<file path="config.mk">
export PLATFORM = sky130hd
export DESIGN_NAME = multicycle_core_flat
export DESIGN_NICKNAME = d
export VERILOG_FILES = /design/src/rtl/core_pkg.sv /design/src/rtl/multicycle_core_if.sv /design/src/rtl/core_regfile.sv /design/src/rtl/multicycle_core.sv /design/src/flat_wrapper.sv
export SDC_FILE = /design/constraint.sdc
export NUM_CORES = 1
export LEC_CHECK = 0
export BUFFER_PORTS_ARGS = -buffer_cell sky130_fd_sc_hd__buf_2
export CAP_MARGIN = 20
export CORE_ASPECT_RATIO = 2
export CORE_MARGIN = 4
export CORE_UTILIZATION = 63
export CTS_BUF_LIST = sky130_fd_sc_hd__clkbuf_8
export DETAILED_ROUTE_END_ITERATION = 10
export GPL_ROUTABILITY_DRIVEN = 1
export GPL_TIMING_DRIVEN = 1
export HOLD_SLACK_MARGIN = 0.02
export PLACE_DENSITY = 0.8
export SYNTH_ARGS = -nofsm -noshare
export SYNTH_HDL_FRONTEND = slang
export SYNTH_SLANG_ARGS = --single-unit
</file>
<file path="constraint.sdc">
create_clock -name clk -period 3.9 [get_ports clk]
set_clock_uncertainty 0.05 [all_clocks]
set_input_delay 0.39 -clock clk [delete_from_list [all_inputs] [get_ports clk]]
set_output_delay 0.39 -clock clk [all_outputs]
set_load 0.005 [all_outputs]
</file>
<file path="src/rtl/core_pkg.sv">
// Shared encoding constants, FSM state type and immediate helper for the
// multi-cycle core.
package core_pkg;

  localparam logic [2:0] OP_ADD  = 3'b000;
  localparam logic [2:0] OP_ADDI = 3'b001;
  localparam logic [2:0] OP_SUBI = 3'b010;
  localparam logic [2:0] OP_BEQ  = 3'b011;
  localparam logic [2:0] OP_JALR = 3'b100;
  localparam logic [2:0] OP_LW   = 3'b101;
  localparam logic [2:0] OP_SW   = 3'b110;
  localparam logic [2:0] OP_HALT = 3'b111;

  localparam int OP_MSB  = 15;
  localparam int OP_LSB  = 13;
  localparam int RA_MSB  = 12;
  localparam int RA_LSB  = 10;
  localparam int RB_MSB  = 9;
  localparam int RB_LSB  = 7;
  localparam int RC_MSB  = 2;
  localparam int RC_LSB  = 0;
  localparam int IMM_MSB = 6;
  localparam int IMM_LSB = 0;

  // Widest operand the immediate is ever extended into; callers size-cast down.
  localparam int SIMM_W = 64;

  typedef enum logic [2:0] {FETCH, DECODE, EXEC, MEM, HALT} state_t;

  function automatic logic [SIMM_W-1:0] sext_imm7(input logic [6:0] imm);
    return {{(SIMM_W-7){imm[6]}}, imm};
  endfunction

endpackage

</file>
<file path="src/rtl/multicycle_core_if.sv">
// Instruction-fetch and data-memory handshake bundle between the core
// (master) and the memory controllers (slave).
interface multicycle_core_if #(
  parameter int DATA_W = 16,
  parameter int PC_W   = 10
);
  logic              imem_req;
  logic [PC_W-1:0]   imem_addr;
  logic              imem_valid;
  logic [15:0]       imem_rdata;
  logic              dmem_req;
  logic              dmem_we;
  logic [DATA_W-1:0] dmem_addr;
  logic [DATA_W-1:0] dmem_wdata;
  logic              dmem_ready;
  logic [DATA_W-1:0] dmem_rdata;

  modport master (
    output imem_req, imem_addr, dmem_req, dmem_we, dmem_addr, dmem_wdata,
    input  imem_valid, imem_rdata, dmem_ready, dmem_rdata
  );

  modport slave (
    input  imem_req, imem_addr, dmem_req, dmem_we, dmem_addr, dmem_wdata,
    output imem_valid, imem_rdata, dmem_ready, dmem_rdata
  );
endinterface

</file>
<file path="src/rtl/core_regfile.sv">
// Register file: two asynchronous read ports, one synchronous write port,
// r0 reads as zero and 3-bit indices alias modulo NREGS.
module core_regfile #(
  parameter int DATA_W = 16,
  parameter int NREGS  = 8
) (
  input  logic              clk,
  input  logic              reset,
  input  logic [2:0]        raddr0,
  input  logic [2:0]        raddr1,
  output logic [DATA_W-1:0] rdata0,
  output logic [DATA_W-1:0] rdata1,
  input  logic              we,
  input  logic [2:0]        waddr,
  input  logic [DATA_W-1:0] wdata
);

  // Masking rather than slicing keeps every index bit live for any NREGS.
  localparam logic [2:0] IDX_MASK = 3'(NREGS - 1);

  logic [DATA_W-1:0] regs [1:NREGS-1];

  always_ff @(posedge clk or negedge reset) begin
    if (!reset) begin
      for (int i = 1; i < NREGS; i++) regs[i] <= '0;
    end else if (we) begin
      for (int i = 1; i < NREGS; i++)
        if ((waddr & IDX_MASK) == 3'(i)) regs[i] <= wdata;
    end
  end

  always_comb begin
    rdata0 = '0;
    rdata1 = '0;
    for (int i = 1; i < NREGS; i++) begin
      if ((raddr0 & IDX_MASK) == 3'(i)) rdata0 = regs[i];
      if ((raddr1 & IDX_MASK) == 3'(i)) rdata1 = regs[i];
    end
  end

endmodule

</file>
<file path="src/rtl/multicycle_core.sv">
// Multi-cycle 16-bit-encoding processor core with handshaked instruction and
// data memories.
//   state  | meaning
//   FETCH  | imem_req high, wait for imem_valid, latch IR
//   DECODE | read operands into operand registers
//   EXEC   | ALU/branch; write back and retire, or latch address for MEM
//   MEM    | dmem_req high until dmem_ready; LW write-back, retire
//   HALT   | terminal, no requests until reset
module multicycle_core
  import core_pkg::*;
#(
  parameter int DATA_W = 16,
  parameter int PC_W   = 10,
  parameter int NREGS  = 8
) (
  input  logic                clk,
  input  logic                reset,
  multicycle_core_if.master   bus,
  output logic [PC_W-1:0]     pc,
  output logic                retire,
  output logic                halted
);

  state_t            state, state_nxt;
  logic [15:0]       ir;
  logic [DATA_W-1:0] opnd_b, opnd_x, mem_addr, mem_wdata;
  logic [2:0]        op, ra, rb, rc;
  logic [DATA_W-1:0] simm, alu_res, eff_addr, link;
  logic [PC_W-1:0]   simm_pc, pc_plus1, pc_exec, pc_nxt;
  logic [DATA_W-1:0] rf_rd0, rf_rd1, rf_wdata;
  logic              rf_we, fetch_req, mem_req, mem_we;
  logic              ir_load, opnd_load, mem_load, pc_load;

  assign op = ir[OP_MSB:OP_LSB];
  assign ra = ir[RA_MSB:RA_LSB];
  assign rb = ir[RB_MSB:RB_LSB];
  assign rc = ir[RC_MSB:RC_LSB];

  assign simm    = DATA_W'(sext_imm7(ir[IMM_MSB:IMM_LSB]));
  assign simm_pc = PC_W'(sext_imm7(ir[IMM_MSB:IMM_LSB]));

  core_regfile #(.DATA_W(DATA_W), .NREGS(NREGS)) u_regfile (
    .clk    (clk),
    .reset  (reset),
    .raddr0 (rb),
    .raddr1 ((op == OP_ADD) ? rc : ra),
    .rdata0 (rf_rd0),
    .rdata1 (rf_rd1),
    .we     (rf_we),
    .waddr  (ra),
    .wdata  (rf_wdata)
  );

  // opnd_b holds rB; opnd_x holds rC for ADD and rA for everything else.
  assign pc_plus1 = pc + PC_W'(1);
  assign link     = DATA_W'(pc_plus1);
  assign eff_addr = opnd_b + simm;

  always_comb begin
    alu_res = eff_addr;
    case (op)
      OP_ADD:  alu_res = opnd_b + opnd_x;
      OP_SUBI: alu_res = opnd_b - simm;
      OP_JALR: alu_res = link;
      default: alu_res = eff_addr;
    endcase
  end

  always_comb begin
    pc_exec = pc_plus1;
    if (op == OP_BEQ && opnd_x == opnd_b) pc_exec = pc_plus1 + simm_pc;
    else if (op == OP_JALR)               pc_exec = PC_W'(opnd_b);
  end

  always_ff @(posedge clk or negedge reset) begin
    if (!reset) state <= FETCH;
    else        state <= state_nxt;
  end

  always_comb begin
    state_nxt = state;
    fetch_req = 1'b0;
    mem_req   = 1'b0;
    mem_we    = 1'b0;
    retire    = 1'b0;
    halted    = 1'b0;
    rf_we     = 1'b0;
    rf_wdata  = alu_res;
    pc_load   = 1'b0;
    pc_nxt    = pc_plus1;
    ir_load   = 1'b0;
    opnd_load = 1'b0;
    mem_load  = 1'b0;
    case (state)
      FETCH: begin
        fetch_req = 1'b1;
        if (bus.imem_valid) begin
          ir_load   = 1'b1;
          state_nxt = DECODE;
        end
      end
      DECODE: begin
        opnd_load = 1'b1;
        state_nxt = EXEC;
      end
      EXEC: begin
        if (op == OP_LW || op == OP_SW) begin
          mem_load  = 1'b1;
          state_nxt = MEM;
        end else if (op == OP_HALT) begin
          retire    = 1'b1;
          state_nxt = HALT;
        end else begin
          retire    = 1'b1;
          pc_load   = 1'b1;
          pc_nxt    = pc_exec;
          rf_we     = (op != OP_BEQ);
          state_nxt = FETCH;
        end
      end
      MEM: begin
        mem_req = 1'b1;
        mem_we  = (op == OP_SW);
        if (bus.dmem_ready) begin
          retire    = 1'b1;
          pc_load   = 1'b1;
          rf_we     = (op == OP_LW);
          rf_wdata  = bus.dmem_rdata;
          state_nxt = FETCH;
        end
      end
      HALT: halted = 1'b1;
      default: state_nxt = FETCH;
    endcase
  end

  always_ff @(posedge clk or negedge reset) begin
    if (!reset) begin
      pc        <= '0;
      ir        <= '0;
      opnd_b    <= '0;
      opnd_x    <= '0;
      mem_addr  <= '0;
      mem_wdata <= '0;
    end else begin
      if (pc_load) pc <= pc_nxt;
      if (ir_load) ir <= bus.imem_rdata;
      if (opnd_load) begin
        opnd_b <= rf_rd0;
        opnd_x <= rf_rd1;
      end
      if (mem_load) begin
        mem_addr  <= eff_addr;
        mem_wdata <= opnd_x;
      end
    end
  end

  // State resets to FETCH, so the fetch request is masked while reset is held.
  assign bus.imem_req   = fetch_req & reset;
  assign bus.imem_addr  = pc;
  assign bus.dmem_req   = mem_req;
  assign bus.dmem_we    = mem_we;
  assign bus.dmem_addr  = mem_addr;
  assign bus.dmem_wdata = mem_wdata;

endmodule

</file>
<file path="src/flat_wrapper.sv">
// flat-port wrapper written by rule: the top's interface ports become plain ports
module multicycle_core_flat import core_pkg::*;
#(
  parameter int DATA_W = 16,
  parameter int PC_W   = 10,
  parameter int NREGS  = 8
)
  (clk, reset, pc, retire, halted, bus_imem_req, bus_imem_addr, bus_dmem_req, bus_dmem_we, bus_dmem_addr, bus_dmem_wdata, bus_imem_valid, bus_imem_rdata, bus_dmem_ready, bus_dmem_rdata);
  multicycle_core_if #(.DATA_W(DATA_W), .PC_W(PC_W)) bus_i ();
  input  logic clk;
  input  logic reset;
  output logic [PC_W-1:0] pc;
  output logic retire;
  output logic halted;
  output wire logic [$bits(bus_i.imem_req)-1:0] bus_imem_req;
  output wire logic [$bits(bus_i.imem_addr)-1:0] bus_imem_addr;
  output wire logic [$bits(bus_i.dmem_req)-1:0] bus_dmem_req;
  output wire logic [$bits(bus_i.dmem_we)-1:0] bus_dmem_we;
  output wire logic [$bits(bus_i.dmem_addr)-1:0] bus_dmem_addr;
  output wire logic [$bits(bus_i.dmem_wdata)-1:0] bus_dmem_wdata;
  input wire logic [$bits(bus_i.imem_valid)-1:0] bus_imem_valid;
  input wire logic [$bits(bus_i.imem_rdata)-1:0] bus_imem_rdata;
  input wire logic [$bits(bus_i.dmem_ready)-1:0] bus_dmem_ready;
  input wire logic [$bits(bus_i.dmem_rdata)-1:0] bus_dmem_rdata;
  assign bus_imem_req = bus_i.imem_req;
  assign bus_imem_addr = bus_i.imem_addr;
  assign bus_dmem_req = bus_i.dmem_req;
  assign bus_dmem_we = bus_i.dmem_we;
  assign bus_dmem_addr = bus_i.dmem_addr;
  assign bus_dmem_wdata = bus_i.dmem_wdata;
  assign bus_i.imem_valid = bus_imem_valid;
  assign bus_i.imem_rdata = bus_imem_rdata;
  assign bus_i.dmem_ready = bus_dmem_ready;
  assign bus_i.dmem_rdata = bus_dmem_rdata;
  multicycle_core #(.DATA_W(DATA_W), .PC_W(PC_W), .NREGS(NREGS)) u_core (.clk(clk), .reset(reset), .bus(bus_i), .pc(pc), .retire(retire), .halted(halted));
endmodule
</file>
======== Yosys cells after proc, flatten, opt, wreduce, memory -nomap -nowiden ========
Cells that the tools add are included.
Widths: inputs -> output; s select.
operators by class
  add/subtract/negate cells ............... 5
  bitwise logic cells ..................... 2
  reduce and logical (&&, ||, !) cells .... 12
  mux-type cells .......................... 47
  equal/unequal tests ..................... 35
operators by type and width
  kind                   count
  $mux 16                16
  $eq 3x3->1 const B     17
  $mux 10                5
  $pmux 16 s3            1
  $add 16x16->16         2
  $eq 3x2->1 const B     10
  $eq 16x16->1           1
  $mux 1                 16
  $sub 16x16->16         1
  $mux 3                 5
  $pmux 3 s5             1
  $reduce_and 2->1       7
  $eq 3x1->1 const B     4
  $add 10x1->10 const B  1
  $add 10x10->10         1
  $logic_not 3->1        2
  $pmux 1 s2             3
  $ne 2x2->1 const B     2
  $ne 3x2->1 const B     1
  $reduce_and 3->1       1
  $and 1x1->1            1
  $logic_and 1x1->1      1
  $logic_or 1x1->1       1
  $not 1->1              1
storage, ports and cells
  flip-flop bits (word level) ............. 205
  output and inout bits ................... 57
  word-level logic and storage cells ...... 115
  input bits .............................. 36

======== Longest topological paths before layout ========
Gate-level depths: netlist of run 1.
  depth after elaboration ................. 10
  depth in mapped cells ................... 15

======== By module ========
Synthesis of run 1 repeated with hierarchy kept, for this count alone.
second synthesis, totals
  cell total of the unflattened synthesis .. 1225
  area, all modules ....................... 12937.4 sq um
modules (own cells, without submodules)
  module           times used  area an instance (sq um)  cells an instance  seq. area each (sq um)
  multicycle_core  1           6682.7                    707                2327.2
  core_regfile     1           6254.7                    518                2802.7

======== Least setup slack after synthesis of run 1 ========
OpenSTA, ideal clock, no wires.
  path kind ............................... register to register
  from .................................... register u_core.opnd_x[2]
  to ...................................... register u_core.u_regfile.regs[14] (netlist bit)
  arrival time ............................ 3420 ps
  cell stages (with the launch flop) ...... 16
  required time ........................... 3773 ps
  library setup time ...................... 77 ps
  period minus slack after synthesis ...... 3548 ps
  path buffers ............................ 1
  slack ................................... 352 ps
  cell sequence ........................... dfrtp_1 clkbuf_1 nor4_1 nand2_1 or2_1 nor4_1 xnor2_1 a21oi_1 ha_1 and3_1 and2_1 a221o_1 a21oi_1 mux2i_1 nor2_1 a21oi_1
between the ends
  word-level cells in the longest chain between the ends .. 4
RTL lines
  item                             RTL line                text
  from (decl)                      multicycle_core.sv:26   logic [DATA_W-1:0] opnd_b, opnd_x, mem_addr, mem_wdata;
  from (signal assigned)           multicycle_core.sv:150  opnd_x <= rf_rd1;
  $add 16x16->16 *                 multicycle_core.sv:62   OP_ADD: alu_res = opnd_b + opnd_x;
  $pmux 16 s3 *                    multicycle_core.sv:61   case (op)
  $mux 16                          multicycle_core.sv:124  if (bus.dmem_ready) begin
  $mux 16 *                        multicycle_core.sv:94   case (state)
  to (signal, indexed assignment)  core_regfile.sv:28      if ((waddr & IDX_MASK) == 3'(i)) regs[i] <= wdata;
  to (decl)                        core_regfile.sv:21      logic [DATA_W-1:0] regs [1:NREGS-1];
Mark *: on every way between the ends. The rest lies on a longest branch, timed or not.
A chain may end at the register's enable or synchronous reset.

======== Worst setup path after layout of run 1 ========
  from .................................... register u_core.ir[15]
  to ...................................... register u_core.u_regfile.regs[10] (netlist bit)
between the ends
  word-level cells in the longest chain between the ends .. 5
  elaborated cells between the ends (all ways) .. 16
RTL lines
  item                                               RTL line                                        text
  from (decl)                                        multicycle_core.sv:25                           logic [15:0] ir;
  from (signal assigned)                             multicycle_core.sv:147                          if (ir_load) ir <= bus.imem_rdata;
  $ne 3x2->1 (tied with other cells)                 multicycle_core.sv:117                          rf_we = (op != OP_BEQ);
  $mux 1 / $logic_or 1x1->1 (equally long branches)  multicycle_core.sv:110, multicycle_core.sv:107
  $mux 1                                             multicycle_core.sv:107                          if (op == OP_LW || op == OP_SW) begin
  $pmux 1 s2                                         multicycle_core.sv:94
  $reduce_and 2->1 (no source line)                  n/a
Several ways; a longest one is shown, not always the timed one.

==> results.yml, run 1 <==
yosys:
  ys_seq_area_share_pct: 38.45
  synth_largest_area_cell: "dfrtp_1"
  yosys-top-cells-area: "dfrtp_1 (38%), mux2_2 (8.6%), a21oi_1 (6.0%)"
  yosysMostFrequentCell: "dfrtp_1"
  synth_warnings: 0
  yosysTopAreaCellShare_pct: 38.45
  postSynthRegisterBits: 205
  netlist_instances: 1508
  synthArstFlopShare_pct: 100.0
  synth_edf_count: 0
  syn-cell-area_um2: 13340
  yosys-top-cells-count: "dfrtp_1 (205), nand2_1 (197), a21oi_1 (161)"
  yosysUniqueCellTypes: 80
  synth-main-ff-cell: "dfrtp_1"
  syn_nets: 1588
  synth.avg_cell_area_um2: 8.848
cells_and_area:
  n_antenna_cell: 0
  fin_nets: 1681
  n_fill_cell: 1663
  drive_gt1_share_pct: 21.10
  final_core_utilization_pct: 71.65
  area_growth_syn_to_layout_pct: 12.37
  fin_cells: 1890
grt:
  grt_max_degree: 132
  grt_pass1_vias: 12726
  antenna_found_initial: 0
  overflow: 0
  grt.total_usage_pct: 37.47
  grt_pass1_wl_um: 69620
power:
  p_leak_nw: 6.544
  power_mw: 16.61
  power_density_nw_per_um2: 1108
  ir_worst_vdd_v: 0.0006975
routing:
  vias: 12805
  drcViolationCount: 0
  drtIter0Drc: 1405
  viasPerCell: 6.775
  dr.pass1.iters: 8
  final_antenna_net_count: 0
  post_drt_wl_per_cell_um: 23.81
  wl_um: 45010
min_path:
  min_to: "u_core.ir[15]"
  hp-class: "in2reg"
  hold_path_depth: 3
  hold_path_startpoint: "bus_imem_rdata[15]"
timing:
  fmax_ghz: 0.2647
  slew_viol_final: 0
  holdWs_ns: 0.03876
  setup_viol: 0
  worst_slew_pin_slew_ns: 0.9894
  hold_viol: 0
  timing.final.crit_period_ns: 3.777
  setup_tns_ns: 0
  finalCritPeriodShare_pct: 96.86
  grt_setup_unrepaired: "no"
  slew_headroom_pct: 33.34
clock_network:
  post_cts_buffers: 0
  cts_tree: "yes"
  clock-sinks: 205
  clock_latency_ns: 0.61
  cts_buffer_depth: 3
  htreeDepth: 1
  clk_pin_slew_ns: 0.07
  root_buffer: "clkbuf_8"
  cts_made_buffers: 29
critical_path:
  r2r_cells: 11
  reg2reg_to: "u_core.u_regfile.regs[10]"
  cp_max_fo: 9
  crit_type: "reg2reg"
  crit_arrival_ns: 4.16
  cp.required_ns: 4.28
  r2r_slack_ns: 0.12
  end_kind: "register"
  reg2reg_from: "u_core.ir[15]"
  startpoint_type: "register"
placed_design:
  dp_hpwl_um: 32350
  gp_congestion: 0.9854
  portBuffers: 92
  dp_cells: 1822
run:
  maxCapViolations: 0
floorplan:
  die_area_um2: 23710
  rows: 75
  initial_core_util_pct: 63.76
  die_w_um: 110.9
  die_h_um: 213.8
  io_pins: 93
  core_area_um2: 20930
status:
  status: "completed"
## worst max-delay path, cell delays in order, from the launching register on
cell and delay, ns:
dfrtp_1 0.39, or3b_1 0.52, mux2_2 0.32, ha_1 0.23, fa_1 0.44, nor2b_1 0.20
o2111ai_1 0.20, a21oi_1 0.37, nor2_1 0.09, xor2_1 0.14, o32a_1 0.45, o221ai_1 0.19
## worst max-delay path by stage
stage / cells past startpoint / end / slack, ns / from
4_1_cts: 14 / u_core.u_regfile.regs[13] / 0.04 / u_core.opnd_x[4]
3_5_place_dp: 14 / u_core.u_regfile.regs[13] / 0.07 / u_core.opnd_x[4]
2_1_floorplan: 15 / u_core.u_regfile.regs[14] / 0.35 / u_core.opnd_x[2]
5_1_grt: 15 / u_core.u_regfile.regs[93] / 0.02 / u_core.opnd_x[0]
3_3_place_gp: 14 / u_core.u_regfile.regs[45] / 0.14 / u_core.opnd_x[4]
6_report: 11 / u_core.u_regfile.regs[10] / 0.12 / u_core.ir[15]
## cell usage in the layout, fill, tap and decap left out, drive strengths merged, types with 8 or more instances in the layout
cell type    instances
a21o                13
a21oi              161
a221oi              33
a31o                17
a31oi               33
and2                10
and3                 9
buf                148
clkbuf              40
dfrtp              205
dlygate4sd3         17
ha                  41
inv                 30
mux2               102
mux2i               27
nand2              199
nand2b               8
nand3               30
nand4                9
nor2               119
nor2b                8
nor3                23
nor3b               11
o21ai              130
o221ai              11
o22ai                8
or3                 13
xnor2               43
xor2                20
## final cells by class
cell class              count  area [um^2]  share of cell area, %
multi-input cells        1175         7702                  51.37
flip-flops and latches    205         5130                  34.22
repair buffers            166         1092                  7.285
clock buffers              39        536.8                  3.580
well taps                 269        336.6                  2.245
clock inverters            12        105.1                 0.7010
inverters                  24        90.09                 0.6009
## state kept, by name, summed over array words and instances (netlist names)
| signal | flops |
|---|---|
| u_core.u_regfile.regs | 112 |
| u_core.bus.dmem_addr | 16 |
| u_core.bus.dmem_wdata | 16 |
| u_core.ir | 16 |
| u_core.opnd_b | 16 |
| u_core.opnd_x | 16 |
| u_core.bus.imem_addr | 10 |
| u_core.state | 3 |
## report_power, final
| group | internal [mW] | total, mW | switching (mW) | leakage [nW] |
|---|---|---|---|---|
| sequential | 3.11 | 4.25 | 1.14 | 2.53 |
| clock | 1.02 | 1.88 | 0.858 | 0.353 |
| combinational | 4.21 | 10.5 | 6.27 | 3.66 |
## layer usage
metal / GRT usage, % / up-vias / share of wire (%)
met4: 29.97 / 0 / 9.4
li1: - / 5658 / -
met2: 67.09 / 743 / 50
met1: 39.10 / 6161 / 33
met5: 0 / - / 0
met3: 5.309 / 243 / 7.3
## stage by stage
step | setup slack (ns) | area (um^2)
final | 0.1226 | 14990
after global placement | 0.1417 | 14160
after global routing | 0.01800 | 14990
after floorplan | 0.3523 | 13340
after detailed placement | 0.06694 | 14160
after CTS | 0.04167 | 14970
## what timing repair did
action                                 4_1_cts  5_1_grt
hold buffers                                17        0
resized for setup                            0        5
setup endpoints to repair                    0       20
endpoints found under the hold margin       90        0
## kinds of logic after synthesis
group | after synthesis | synth area share, %
flops | 205 | 38.45
xor+xnor | 63 | 4.135
fa+ha+maj | 45 | 4.370
compound gates | 465 | 21.44
buf+inv | 128 | 4.154
mux | 129 | 10.73
simple gates | 473 | 16.73
No activity file was read; power rests on OpenSTA's default activity.
==> inputs of run 2 (changes only) <==
- REMOVE_ABC_BUFFERS: unset -> 1
==> run 2 against run 1 <==
Net effect:
- combinational power hardly changed
- total power shrank 1.3%
- largest cell class unchanged
- setup slack improved by 0.066 ns
- routed wire length shrank 1.9%
==> results.yml, run 2 (synthesized netlist as in run 1, its figures left out) <==
cells_and_area:
  drive_gt1_share_pct: 21.07
  largest-register: "u_core.u_regfile.regs"
  layout_common_cells: "dfrtp_1 (204), nand2_1 (196), a21oi_1 (161), o21ai_0 (121), nor2_1 (116)"
  largest_reg_flops: 112
  fin_area_um2: 14930
  area_growth_syn_to_layout_pct: 11.92
  n_fill_cell: 1661
  fin_nets: 1681
  layout_commonest_cell: "dfrtp_1"
  fin_cells: 1893
critical_path:
  crit_arrival_ns: 4.12
  reg2reg_to: "u_core.u_regfile.regs[63]"
  startpoint_type: "register"
  r2r_slack_ns: 0.19
  r2r_cells: 13
  reg2reg_from: "u_core.opnd_x[4]"
  crit_type: "reg2reg"
  cp_max_fo: 7
  cp.required_ns: 4.31
  end_kind: "register"
timing:
  holdWs_ns: 0.1180
  slew_headroom_pct: 22.34
  slew_viol_final: 0
  setup_viol: 0
  hold_viol: 0
  setup_tns_ns: 0
  timing.final.crit_period_ns: 3.711
  fmax_ghz: 0.2694
  worst_slack_ns: 0.1886
  finalCritPeriodShare_pct: 95.16
  worst_slew_pin_slew_ns: 1.164
floorplan:
  core_area_um2: 20930
  initial_core_util_pct: 63.76
  die_area_um2: 23710
  die_w_um: 110.9
  rows: 75
  io_pins: 93
  die_h_um: 213.8
routing:
  vias: 12640
  final_antenna_net_count: 0
  drtIter0Drc: 1471
  post_drt_wl_per_cell_um: 23.32
  dr.pass1.iters: 5
  drcViolationCount: 0
  viasPerCell: 6.677
  wl_um: 44140
grt:
  grt_pass1_wl_um: 68810
  grt.total_usage_pct: 36.84
  grt_max_degree: 117
  overflow: 0
  grt_pass1_vias: 12876
  antenna_found_initial: 0
placed_design:
  gp_congestion: 0.9532
  dp_cells: 1817
  dp_hpwl_um: 31530
  portBuffers: 92
  place_area_um2: 14110
  preCtsSetupSlack_ns: 0.1053
clock_network:
  root_buffer: "clkbuf_8"
  clock_latency_ns: 0.61
  cts_made_buffers: 30
  clock-sinks: 205
  cts_buffer_depth: 3
  htreeDepth: 1
  clk_pin_slew_ns: 0.07
  cts_tree: "yes"
power:
  ir_worst_vdd_v: 0.0005941
  combinationalPowerShare_pct: 63.6
  power_switching_mw: 8.225
  p_leak_nw: 6.525
  swShare_pct: 50.18
  power_density_nw_per_um2: 1097
  power_frac_seq_pct: 25.6
  internal_power_mw: 8.164
  power_frac_clock_pct: 10.8
status:
  status: "completed"
min_path:
  min_to: "u_core.state[0]"
  hold_path_depth: 5
  hold_path_startpoint: "bus_imem_valid"
  hp-class: "in2reg"
run:
  maxCapViolations: 0
-- run 2: cell count changes in the layout (fill, tap and decap cells not counted), sizes merged --
cell	before	now
clkinv	3	7
clkinvlp	1	2
inv	30	31
buf	148	145
dlygate4sd3	17	18
diode	0	1
bufinv	2	0
-- run 2: what timing repair did --
action / 4_1_cts / 5_1_grt
hold buffers: 18 / 0
hold endpoints to repair: 106 / 0
setup buffers: 0 / 2
endpoints found under the setup margin: 0 / 14
gates resized for setup: 0 / 3
-- run 2: metrics by stage --
stage               power, mW  util (%)
floorplan               10.70         -
global placement        14.02     67.43
detailed placement      14.25     67.43
CTS                     16.07     71.16
global route            17.42     71.35
finish                  16.39     71.36
-- run 2: final cells by class --
type	count	area (um^2)	area share, %
timing repair buffer	165	1075	7.197
inverter	24	90.09	0.6033
clock inverter	16	76.32	0.5111
multi-input combinational	1175	7699	51.55
antenna	1	2.502	0.01676
clock buffer	38	523.0	3.502
sequential	205	5131	34.36
tap	269	336.6	2.254
-- run 2: worst max path at each step --
stage	endpoint	slack [ns]	start
floorplan	u_core.u_regfile.regs[29]	0.14	u_core.ir[6]
global placement	u_core.u_regfile.regs[61]	0.20	u_core.opnd_x[4]
detailed placement	u_core.u_regfile.regs[61]	0.11	u_core.opnd_x[4]
CTS	u_core.u_regfile.regs[93]	0.07	u_core.opnd_x[4]
global route	u_core.u_regfile.regs[44]	-0.004	u_core.opnd_x[4]
finish	u_core.u_regfile.regs[63]	0.19	u_core.opnd_x[4]
-- run 2: layer usage --
layer  track usage (%)  wire length [um]  vias to the layer above
li1                  -                 -                     5677
met1             38.88             14790                     5957
met2             65.35             22130                      760
met3             5.563              3355                      246
met4             29.17              3864                        0
met5                 0                 0                        -
-- run 2: critical path: stages (launching register included) --
cell	delay, ns
dfrtp_1	0.38
nor4_1	0.35
nand2_1	0.22
or3_1	0.36
xor2_1	0.14
a21oi_1	0.09
ha_1	0.42
nand4_1	0.16
a211oi_1	0.56
o31ai_1	0.20
nand3b_1	0.16
mux2i_1	0.20
buf_4	0.17
a31oi_1	0.09
-- run 2: power groups by stage --
stage          Clock, mW  Sequential (mW)  Combinational (mW)
6_report            1.77             4.19                10.4
5_1_grt             1.86             4.30                11.3
4_1_cts             1.78             4.14                10.2
3_5_place_dp           0             4.17                10.1
3_3_place_gp           0             4.12                9.91
2_1_floorplan          0             4.09                6.61
